## config.mk

```make
export PLATFORM = sky130hd
export DESIGN_NAME = axil_flood_responder_flat
export DESIGN_NICKNAME = d
export VERILOG_FILES = /design/src/rtl/axil_flood_responder_if.sv /design/src/rtl/axil_flood_responder.sv /design/src/flat_wrapper.sv
export SDC_FILE = /design/constraint.sdc
export NUM_CORES = 2
export LEC_CHECK = 0
export CAP_MARGIN = 20
export CORE_MARGIN = 2
export CORE_UTILIZATION = 66
export DETAILED_ROUTE_END_ITERATION = 10
export HOLD_SLACK_MARGIN = 0.12
export PLACE_DENSITY = 0.85
export REMOVE_ABC_BUFFERS = 1
export SYNTH_ARGS = -nofsm -noshare
export SYNTH_HDL_FRONTEND = slang
export SYNTH_SLANG_ARGS = --single-unit
```

## constraint.sdc

```tcl
create_clock -name clk -period 30.2 [get_ports clk]
set_input_delay 4.53 -clock clk [delete_from_list [all_inputs] [get_ports clk]]
set_output_delay 4.53 -clock clk [all_outputs]
set_load 0.02 [all_outputs]
```

## src/rtl/axil_flood_responder_if.sv

```systemverilog
// AXI4-Lite bus bundle between a master and the axil_flood_responder slave.
interface axil_flood_responder_if;
  logic [11:0] s_awaddr;
  logic        s_awvalid;
  logic        s_awready;
  logic [31:0] s_wdata;
  logic [3:0]  s_wstrb;
  logic        s_wvalid;
  logic        s_wready;
  logic [1:0]  s_bresp;
  logic        s_bvalid;
  logic        s_bready;
  logic [11:0] s_araddr;
  logic        s_arvalid;
  logic        s_arready;
  logic [31:0] s_rdata;
  logic [1:0]  s_rresp;
  logic        s_rvalid;
  logic        s_rready;

  modport slave (
    input  s_awaddr, s_awvalid, s_wdata, s_wstrb, s_wvalid, s_bready,
           s_araddr, s_arvalid, s_rready,
    output s_awready, s_wready, s_bresp, s_bvalid, s_arready,
           s_rdata, s_rresp, s_rvalid
  );

  modport master (
    output s_awaddr, s_awvalid, s_wdata, s_wstrb, s_wvalid, s_bready,
           s_araddr, s_arvalid, s_rready,
    input  s_awready, s_wready, s_bresp, s_bvalid, s_arready,
           s_rdata, s_rresp, s_rvalid
  );
endinterface

```

## src/rtl/axil_flood_responder.sv

```systemverilog
// AXI4-Lite register slave with independent AW/W holding registers, a queued
// write-response FIFO that back-pressures AW/W when full, and an AW stall counter.
module axil_flood_responder #(
  parameter int DEPTH = 4,
  parameter int NREGS = 16
) (
  input  logic                  clk,
  input  logic                  reset_n,
  axil_flood_responder_if.slave bus,
  output logic [15:0]           stall_count,
  output logic [4:0]            fifo_level
);
  localparam int              IW          = $clog2(NREGS);
  localparam int              PW          = $clog2(DEPTH);
  localparam logic [1:0]      RESP_OKAY   = 2'b00;
  localparam logic [1:0]      RESP_SLVERR = 2'b10;
  localparam logic [4:0]      DEPTH_L     = 5'(DEPTH);
  localparam logic [PW-1:0]   PTR_LAST    = PW'(DEPTH - 1);
  // Any set bit above the index field, or in the byte offset, is out of range.
  localparam logic [11:0]     OOR_MASK    = ~12'(NREGS * 4 - 1) | 12'h003;

  function automatic logic in_range(input logic [11:0] addr);
    return (addr & OOR_MASK) == 12'h000;
  endfunction

  function automatic logic [31:0] merge_bytes(input logic [31:0] old_v,
                                              input logic [31:0] new_v,
                                              input logic [3:0]  strb);
    logic [31:0] res;
    res = old_v;
    for (int i = 0; i < 4; i++) begin
      if (strb[i]) res[8*i +: 8] = new_v[8*i +: 8];
      else         res[8*i +: 8] = old_v[8*i +: 8];
    end
    return res;
  endfunction

  function automatic logic [PW-1:0] ptr_next(input logic [PW-1:0] p);
    return (p == PTR_LAST) ? '0 : p + PW'(1);
  endfunction

  logic          aw_held_q, aw_held_d;
  logic [11:0]   aw_addr_q, aw_addr_d;
  logic          w_held_q, w_held_d;
  logic [31:0]   w_data_q, w_data_d;
  logic [3:0]    w_strb_q, w_strb_d;
  logic [1:0]    resp_q [DEPTH];
  logic [PW-1:0] rd_ptr_q, rd_ptr_d;
  logic [PW-1:0] wr_ptr_q, wr_ptr_d;
  logic [4:0]    level_q, level_d;
  logic          rvalid_q, rvalid_d;
  logic [31:0]   rdata_q, rdata_d;
  logic [1:0]    rresp_q, rresp_d;
  logic [15:0]   stall_q, stall_d;
  logic [31:0]   regs_q [NREGS];

  logic          aw_ready_s, w_ready_s, ar_ready_s;
  logic          aw_hs_s, w_hs_s, ar_hs_s, pop_s, commit_s, commit_ok_s;
  logic [IW-1:0] aw_idx_s, ar_idx_s;

  assign aw_ready_s  = !reset_n && !aw_held_q;
  assign w_ready_s   = !reset_n && !w_held_q;
  assign ar_ready_s  = !reset_n && !rvalid_q;
  assign aw_hs_s     = bus.s_awvalid && aw_ready_s;
  assign w_hs_s      = bus.s_wvalid && w_ready_s;
  assign ar_hs_s     = bus.s_arvalid && ar_ready_s;
  assign pop_s       = (level_q != 5'd0) && bus.s_bready;
  assign commit_s    = aw_held_q && w_held_q && ((level_q < DEPTH_L) || pop_s);
  assign commit_ok_s = in_range(aw_addr_q);
  assign aw_idx_s    = aw_addr_q[IW+1:2];
  assign ar_idx_s    = bus.s_araddr[IW+1:2];

  assign bus.s_awready = aw_ready_s;
  assign bus.s_wready  = w_ready_s;
  assign bus.s_arready = ar_ready_s;
  assign bus.s_bvalid  = (level_q != 5'd0);
  assign bus.s_bresp   = resp_q[rd_ptr_q];
  assign bus.s_rvalid  = rvalid_q;
  assign bus.s_rdata   = rdata_q;
  assign bus.s_rresp   = rresp_q;
  assign stall_count   = stall_q;
  assign fifo_level    = level_q;

  // Next-state for holds, FIFO pointers/level, read channel and stall counter.
  always_comb begin
    aw_held_d = aw_held_q;
    aw_addr_d = aw_addr_q;
    w_held_d  = w_held_q;
    w_data_d  = w_data_q;
    w_strb_d  = w_strb_q;
    rd_ptr_d  = rd_ptr_q;
    wr_ptr_d  = wr_ptr_q;
    level_d   = level_q;
    rvalid_d  = rvalid_q;
    rdata_d   = rdata_q;
    rresp_d   = rresp_q;
    stall_d   = stall_q;

    // A hold cannot fill in its commit cycle because its ready is low then.
    if (commit_s) begin
      aw_held_d = 1'b0;
      w_held_d  = 1'b0;
    end else begin
      if (aw_hs_s) begin
        aw_held_d = 1'b1;
        aw_addr_d = bus.s_awaddr;
      end else begin
        aw_held_d = aw_held_q;
      end
      if (w_hs_s) begin
        w_held_d = 1'b1;
        w_data_d = bus.s_wdata;
        w_strb_d = bus.s_wstrb;
      end else begin
        w_held_d = w_held_q;
      end
    end

    if (commit_s) wr_ptr_d = ptr_next(wr_ptr_q);
    else          wr_ptr_d = wr_ptr_q;
    if (pop_s)    rd_ptr_d = ptr_next(rd_ptr_q);
    else          rd_ptr_d = rd_ptr_q;

    case ({commit_s, pop_s})
      2'b10:   level_d = level_q + 5'd1;
      2'b01:   level_d = level_q - 5'd1;
      default: level_d = level_q;
    endcase

    if (ar_hs_s) begin
      rvalid_d = 1'b1;
      if (in_range(bus.s_araddr)) begin
        rdata_d = regs_q[ar_idx_s];
        rresp_d = RESP_OKAY;
      end else begin
        rdata_d = 32'd0;
        rresp_d = RESP_SLVERR;
      end
    end else if (rvalid_q && bus.s_rready) begin
      rvalid_d = 1'b0;
    end else begin
      rvalid_d = rvalid_q;
    end

    if (bus.s_awvalid && !aw_ready_s && (stall_q != 16'hFFFF)) stall_d = stall_q + 16'd1;
    else                                                       stall_d = stall_q;
  end

  // State registers, response FIFO storage and register file.
  always_ff @(posedge clk or posedge reset_n) begin
    if (reset_n) begin
      aw_held_q <= 1'b0;
      aw_addr_q <= 12'd0;
      w_held_q  <= 1'b0;
      w_data_q  <= 32'd0;
      w_strb_q  <= 4'd0;
      rd_ptr_q  <= '0;
      wr_ptr_q  <= '0;
      level_q   <= 5'd0;
      rvalid_q  <= 1'b0;
      rdata_q   <= 32'd0;
      rresp_q   <= 2'b00;
      stall_q   <= 16'd0;
      for (int i = 0; i < DEPTH; i++) resp_q[i] <= 2'b00;
      for (int i = 0; i < NREGS; i++) regs_q[i] <= 32'd0;
    end else begin
      aw_held_q <= aw_held_d;
      aw_addr_q <= aw_addr_d;
      w_held_q  <= w_held_d;
      w_data_q  <= w_data_d;
      w_strb_q  <= w_strb_d;
      rd_ptr_q  <= rd_ptr_d;
      wr_ptr_q  <= wr_ptr_d;
      level_q   <= level_d;
      rvalid_q  <= rvalid_d;
      rdata_q   <= rdata_d;
      rresp_q   <= rresp_d;
      stall_q   <= stall_d;
      if (commit_s) begin
        resp_q[wr_ptr_q] <= commit_ok_s ? RESP_OKAY : RESP_SLVERR;
        if (commit_ok_s) regs_q[aw_idx_s] <= merge_bytes(regs_q[aw_idx_s], w_data_q, w_strb_q);
      end
    end
  end
endmodule

```

## src/flat_wrapper.sv

```systemverilog
// flat-port wrapper written by rule: the top's interface ports become plain ports
module axil_flood_responder_flat 
#(
  parameter int DEPTH = 4,
  parameter int NREGS = 16
)
  (clk, reset_n, stall_count, fifo_level, bus_s_awaddr, bus_s_awvalid, bus_s_wdata, bus_s_wstrb, bus_s_wvalid, bus_s_bready, bus_s_araddr, bus_s_arvalid, bus_s_rready, bus_s_awready, bus_s_wready, bus_s_bresp, bus_s_bvalid, bus_s_arready, bus_s_rdata, bus_s_rresp, bus_s_rvalid);
  axil_flood_responder_if bus_i ();
  input  logic clk;
  input  logic reset_n;
  output logic [15:0] stall_count;
  output logic [4:0] fifo_level;
  input wire logic [$bits(bus_i.s_awaddr)-1:0] bus_s_awaddr;
  input wire logic [$bits(bus_i.s_awvalid)-1:0] bus_s_awvalid;
  input wire logic [$bits(bus_i.s_wdata)-1:0] bus_s_wdata;
  input wire logic [$bits(bus_i.s_wstrb)-1:0] bus_s_wstrb;
  input wire logic [$bits(bus_i.s_wvalid)-1:0] bus_s_wvalid;
  input wire logic [$bits(bus_i.s_bready)-1:0] bus_s_bready;
  input wire logic [$bits(bus_i.s_araddr)-1:0] bus_s_araddr;
  input wire logic [$bits(bus_i.s_arvalid)-1:0] bus_s_arvalid;
  input wire logic [$bits(bus_i.s_rready)-1:0] bus_s_rready;
  output wire logic [$bits(bus_i.s_awready)-1:0] bus_s_awready;
  output wire logic [$bits(bus_i.s_wready)-1:0] bus_s_wready;
  output wire logic [$bits(bus_i.s_bresp)-1:0] bus_s_bresp;
  output wire logic [$bits(bus_i.s_bvalid)-1:0] bus_s_bvalid;
  output wire logic [$bits(bus_i.s_arready)-1:0] bus_s_arready;
  output wire logic [$bits(bus_i.s_rdata)-1:0] bus_s_rdata;
  output wire logic [$bits(bus_i.s_rresp)-1:0] bus_s_rresp;
  output wire logic [$bits(bus_i.s_rvalid)-1:0] bus_s_rvalid;
  assign bus_i.s_awaddr = bus_s_awaddr;
  assign bus_i.s_awvalid = bus_s_awvalid;
  assign bus_i.s_wdata = bus_s_wdata;
  assign bus_i.s_wstrb = bus_s_wstrb;
  assign bus_i.s_wvalid = bus_s_wvalid;
  assign bus_i.s_bready = bus_s_bready;
  assign bus_i.s_araddr = bus_s_araddr;
  assign bus_i.s_arvalid = bus_s_arvalid;
  assign bus_i.s_rready = bus_s_rready;
  assign bus_s_awready = bus_i.s_awready;
  assign bus_s_wready = bus_i.s_wready;
  assign bus_s_bresp = bus_i.s_bresp;
  assign bus_s_bvalid = bus_i.s_bvalid;
  assign bus_s_arready = bus_i.s_arready;
  assign bus_s_rdata = bus_i.s_rdata;
  assign bus_s_rresp = bus_i.s_rresp;
  assign bus_s_rvalid = bus_i.s_rvalid;
  axil_flood_responder #(.DEPTH(DEPTH), .NREGS(NREGS)) u_core (.clk(clk), .reset_n(reset_n), .bus(bus_i), .stall_count(stall_count), .fifo_level(fifo_level));
endmodule
```

Word level (Yosys, flattened, before mapping). Cells that the tools add are included.

Register bits: 630. Input bits: 67. Output and inout port bits: 62. Word-level logic and storage cells: 123.

$add $sub $neg: 5. Magnitude comparators: 7. Eq/ne operators: 5. Multiplexer cells: 39. Bitwise gates (word level): 5. Reduce and logical (&&, ||, !) cells: 30.

Operator list (number): $bwmux 512 (1); $bmux 32 s4 (2); $mux 32 (6); $demux 32 s4 (1); $mux 8 (12); $logic_not 12->1 (2); $add 16x1->16 const B (1); $ne 16x16->1 const B (1); $logic_and 1x1->1 (14); $mux 2 (7); $ge 5x5->1 const B (2); $not 4->5 (2); $pmux 5 s2 (1); $bwmux 8 (1); $reduce_bool 2->1 (4); $eq 2x2->1 const B (3); $ge 3x3->1 const B (2); $mux 1 (6); $not 2->3 (2); $reduce_and 2->1 (3); $add 5x1->5 const B (1); $logic_not 1->1 (5); $lt 5x1->1 const B (1); $lt 5x3->1 const B (1); 9 further kinds (10).

Longest topological paths before layout.
Word-level depth: 8. Gate-level depth with buffers: 10. Depth with buffers taken out: 10.

Worst setup path before layout. OpenSTA, ideal clock, no wires.

Path type: input port to output port. Start point: input reset_n. End point: output bus_s_arready. Arrival time: 4.839 ns. Data required time: 25.670 ns. Path slack: 20.831 ns. Cell stages on the path: 1. Buffers on the path: 0. Cell sequence: nor2_1.

Cells in the longest elaborated chain, start to end: 2.

Ends and longest elaborated chain: start, declared (RTL line flat_wrapper.sv:10) `input logic reset_n;`; $logic_not 1->1 (RTL line axil_flood_responder.sv:63) `assign ar_ready_s = !reset_n && !rvalid_q;`; $logic_and 1x1->1 (RTL line axil_flood_responder.sv:63); end, declared (RTL line flat_wrapper.sv:26) `output wire logic [$bits(bus_i.s_arready)-1:0] bus_s_arready;`.

No other way between the ends.

Worst setup path after layout.
Start point: input reset_n. End point: output bus_s_wready.

Cells in the longest elaborated chain, start to end: 2.

Ends and longest elaborated chain: $logic_not 1->1 (RTL line axil_flood_responder.sv:62) `assign w_ready_s = !reset_n && !w_held_q;`; $logic_and 1x1->1 (RTL line axil_flood_responder.sv:62); end, declared (RTL line flat_wrapper.sv:23) `output wire logic [$bits(bus_i.s_wready)-1:0] bus_s_wready;`.

No other way between the ends.

==> report_table.html <==
<table>
<tr><th>Metric</th><th>Value</th></tr>
<tr><th colspan="2">Timing</th></tr>
<tr><td>Measured slew at the worst slew-check pin</td><td>1.14 ns</td></tr>
<tr><td>Share of the cycle needed by the critical path after routing</td><td>34.6%</td></tr>
<tr><td>Setup repair after global routing missed its margin</td><td>false</td></tr>
<tr><td>Total Negative Setup Slacks</td><td>0 ns</td></tr>
<tr><td>Setup violations, final</td><td>0</td></tr>
<tr><td>Number of failing hold endpoints at the final stage</td><td>0</td></tr>
<tr><td>Fin worst setup slack</td><td>19.74 ns</td></tr>
<tr><td>Clock period minus final worst setup slack</td><td>10.46 ns</td></tr>
<tr><td>Clk_skew</td><td>0.0162 ns</td></tr>
<tr><td>Hold_ws</td><td>0.493 ns</td></tr>
<tr><td>Worst-case headroom to the max-slew limit</td><td>24.1%</td></tr>
<tr><td>Count of final max-slew check failures</td><td>0</td></tr>
<tr><td>Max frequency</td><td>95.6 MHz</td></tr>
<tr><th colspan="2">Finish</th></tr>
<tr><td>Area growth from synthesis to layout</td><td>11.1%</td></tr>
<tr><td>Final cell utilization of the core</td><td>74.1%</td></tr>
<tr><td>Ratio of cells with drive above 1 in the final layout</td><td>39.5%</td></tr>
<tr><td>Post-route standard cell area excluding fillers</td><td>36,100 um2</td></tr>
<tr><td>Antenna Cells</td><td>0</td></tr>
<tr><td>Final net count</td><td>2,442</td></tr>
<tr><th colspan="2">Global routing</th></tr>
<tr><td>Vias in the first global route</td><td>22,100</td></tr>
<tr><td>Pin count of the biggest net entering global routing</td><td>198</td></tr>
<tr><td>Grt total ovfl</td><td>0</td></tr>
<tr><td>Wire length of the first global-routing pass</td><td>131 mm</td></tr>
<tr><td>Overall routing resource usage</td><td>34.4%</td></tr>
<tr><td>Number of antenna violations at the first check in global routing</td><td>0</td></tr>
<tr><th colspan="2">Placement</th></tr>
<tr><td>Global placer's final weighted congestion</td><td>0.777</td></tr>
<tr><td>Placed Instance Area</td><td>34,000 um2</td></tr>
<tr><td>Port buffer count</td><td>126</td></tr>
<tr><td>Pre-CTS setup slack</td><td>19.73 ns</td></tr>
<tr><td>Estimated wirelength of the detail-placed design</td><td>45.6 mm</td></tr>
<tr><th colspan="2">Floorplanning</th></tr>
<tr><td>Number of placement rows</td><td>81</td></tr>
<tr><td>Starting Density</td><td>66.7%</td></tr>
<tr><td>Core region area</td><td>48,700 um2</td></tr>
<tr><td>Die ar.</td><td>51,100 um2</td></tr>
<tr><td>Height of the die</td><td>226 um</td></tr>
<tr><td>Horizontal die dimension</td><td>226 um</td></tr>
<tr><td>IO Count</td><td>129</td></tr>
<tr><th colspan="2">Route</th></tr>
<tr><td>Router iterations before antenna repair</td><td>5</td></tr>
<tr><td>Count of antenna-violating nets left after detailed routing</td><td>0</td></tr>
<tr><td>Via count</td><td>21,200</td></tr>
<tr><td>Wire length per cell</td><td>27.8 um</td></tr>
<tr><td>Total wirelength of the detailed-routed design</td><td>85.4 mm</td></tr>
<tr><td>Iteration-0 DRC count of the detailed router</td><td>2,083</td></tr>
<tr><td>Post-route DRC</td><td>0</td></tr>
<tr><td>Detailed-route vias per instance</td><td>6.90</td></tr>
<tr><th colspan="2">Synth</th></tr>
<tr><td>Mean instance size in the synthesized netlist</td><td>14.0 um2</td></tr>
<tr><td>Area share of the leading cell type in the synthesized netlist</td><td>48.1%</td></tr>
<tr><td>Register area share after synthesis</td><td>48.1%</td></tr>
<tr><td>Warnings, synthesis</td><td>0</td></tr>
<tr><td>Count of flip-flops with a built-in enable after synthesis</td><td>0</td></tr>
<tr><td>Top post-synthesis cells by area</td><td>dfrtp_1 48%, mux2_2 20%, mux4_2 11%, mux2i_1 6.9%, a32oi_2 1.6%</td></tr>
<tr><td>Largest area contributor in the netlist</td><td>dfrtp_1</td></tr>
<tr><td>Count of different cell masters after synthesis</td><td>52</td></tr>
<tr><td>Cell count after synthesis</td><td>2,323</td></tr>
<tr><td>Yosys reg bits</td><td>625</td></tr>
<tr><td>Main synth FF type</td><td>dfrtp_1</td></tr>
<tr><td>Async S/R FF share, synth</td><td>100%</td></tr>
<tr><td>Post-synthesis instance area</td><td>32,500 um2</td></tr>
<tr><th colspan="2">Critical path</th></tr>
<tr><td>Critical Path AT</td><td>5.93 ns</td></tr>
<tr><td>Number of cells traversed by the worst register-to-register path</td><td>8</td></tr>
<tr><td>Req. time, crit path</td><td>25.67 ns</td></tr>
<tr><td>Highest net fanout along the worst path</td><td>6</td></tr>
<tr><td>Reg2Reg Launch Point</td><td>u_core.aw_addr_q[2]</td></tr>
<tr><td>CP Launch Type</td><td>primary input</td></tr>
<tr><td>Critical Setup Path Class</td><td>in -&gt; out</td></tr>
<tr><td>Internal reg-to-reg setup slack</td><td>25.76 ns</td></tr>
<tr><td>Worst r2r dst</td><td>u_core.regs_q[511]</td></tr>
<tr><td>Endpoint kind of the worst setup timing path</td><td>output pin</td></tr>
<tr><th colspan="2">Clock tree</th></tr>
<tr><td>Post-CTS Repair Setup Buffers</td><td>0</td></tr>
<tr><td>Number of buffers between clock root and the deepest sink</td><td>3</td></tr>
<tr><td>Clock sink total</td><td>625</td></tr>
<tr><td>Clk Tree Root Cell</td><td>clkbuf_16</td></tr>
<tr><td>Total number of H-tree levels</td><td>3</td></tr>
<tr><td>Number of buffers created by CTS</td><td>67</td></tr>
<tr><td>Clk Latency, worst-skew pair</td><td>0.60 ns</td></tr>
<tr><td>Number of hold buffers added after CTS</td><td>0</td></tr>
<tr><td>Number of gates given a new drive strength after cts</td><td>0</td></tr>
<tr><td>Clock tree from TritonCTS</td><td>yes</td></tr>
<tr><td>CTS clk-pin slew, worst paths</td><td>0.06 ns</td></tr>
<tr><th colspan="2">Hold path</th></tr>
<tr><td>Worst min-delay path startpoint</td><td>u_core.fifo_level[4]</td></tr>
<tr><td>Worst min-delay path class</td><td>reg -&gt; reg</td></tr>
<tr><td>Worst min-delay path endpoint</td><td>u_core.fifo_level[4]</td></tr>
<tr><td>Min-Delay Path Depth</td><td>1</td></tr>
<tr><th colspan="2">Run</th></tr>
<tr><td>Number of maximum-capacitance constraint violations</td><td>0</td></tr>
<tr><th colspan="2">Power and ir drop</th></tr>
<tr><td>Worst vdd rail ir drop</td><td>0.0000882 V</td></tr>
<tr><td>Total power per unit cell area</td><td>67.8 nW/um2</td></tr>
<tr><td>Leak Pwr</td><td>16.5 nW</td></tr>
<tr><th colspan="2">Outcome</th></tr>
<tr><td>Run status</td><td>finished clean</td></tr>
</table>
==> cells in the final DEF (no fill, tap or decap), types with 4 or more instances in the layout <==
| master | count |
|---|---|
| o22ai_1 | 64 |
| clkinv_2 | 4 |
| a32oi_2 | 31 |
| inv_1 | 42 |
| ha_1 | 9 |
| o21ai_0 | 39 |
| mux4_2 | 161 |
| mux2i_1 | 225 |
| nor2_1 | 114 |
| mux2_1 | 8 |
| a21oi_1 | 8 |
| mux2_2 | 586 |
| a22oi_1 | 31 |
| clkbuf_1 | 20 |
| nor3_4 | 4 |
| nor3_1 | 36 |
| nand4_1 | 6 |
| nor2_4 | 12 |
| a31oi_1 | 4 |
| clkbuf_8 | 9 |
| xor2_1 | 6 |
| dfrtp_1 | 622 |
| nand3_1 | 6 |
| nand3b_1 | 4 |
| xnor2_1 | 12 |
| buf_4 | 44 |
| clkdlybuf4s50_1 | 123 |
| clkbuf_16 | 73 |
| nand2_1 | 48 |
==> how the worst max path moves through the flow <==
stage            start                   to
4_1_cts        reset_n         bus_s_wready
3_5_place_dp   reset_n         bus_s_wready
2_1_floorplan  reset_n  u_core.aw_addr_q[0]
3_3_place_gp   reset_n        bus_s_awready
5_1_grt        reset_n         bus_s_wready
6_report       reset_n         bus_s_wready
==> cell families (layout without fill, tap and decap cells) <==
family / after synthesis / after routing / share of synthesized area [%]
mux: 980 / 980 / 38.6
flops: 625 / 625 / 48.1
simple gates: 257 / 257 / 3.96
buf+inv: 244 / 325 / 3.85
compound gates: 188 / 188 / 4.56
xor+xnor: 18 / 18 / 0.485
fa+ha+maj: 10 / 10 / 0.408
other cells: 1 / 2 / 0.0115
==> sequential cells by signal (all words and copies together), names as in the netlist, 4 cells and up <==
signal and cells:
u_core.aw_addr_q 12, u_core.fifo_level 5, u_core.w_data_q 32, u_core.resp_q 4, u_core.bus.s_rdata 32, u_core.regs_q 512, u_core.stall_count 16, u_core.w_strb_q 4
==> cell type report <==
cell class	instances	area (um2)
Timing Repair Buffer	173	1660
Inverter	43	169
Tap cell	664	831
Multi-Input combinational cell	1455	15700
Clock buffer	102	2030
Fill cell	2999	12600
Sequential cell	625	15600
Clock inverter	7	88.8
==> power by group <==
group          internal [W]  switching [W]  total, W
Sequential         0.000896      0.0000686  0.000965
Clock              0.000476       0.000329  0.000806
Combinational      0.000238       0.000442  0.000680
==> critical path: stages <==
cell and delay, ns:
clkdlybuf4s50_1 0.57, nor2_1 0.20, clkdlybuf4s50_1 0.63
==> through the flow <==
stage	power [W]	std cells
after global placement	0.00161	2959
after global routing	0.00253	3069
after CTS	0.00244	3068
after floorplan	0.00143	2123
final	0.00245	3069
after detailed placement	0.00164	2959
==> metal layers <==
metal  part of all wire (%)  vias up  global-route usage, %
li1                       -     8742                      -
met1                     40    11200                   45.6
met2                     48     1024                   55.8
met3                    7.9      253                   6.93
met4                    3.8        0                   14.5
met5                      0        -                      0
==> synthesized netlist by cell type (all sizes together) (32+ instances only) <==
master and count:
mux4 161, nor2 127, mux2 594, inv 43, nand2 48, dfrtp 625, o21ai 39, o22ai 64
buf 147, nor3 40, mux2i 225, a32oi 32, clkbuf 54
Note: power is estimated with default switching activity, not from simulation.
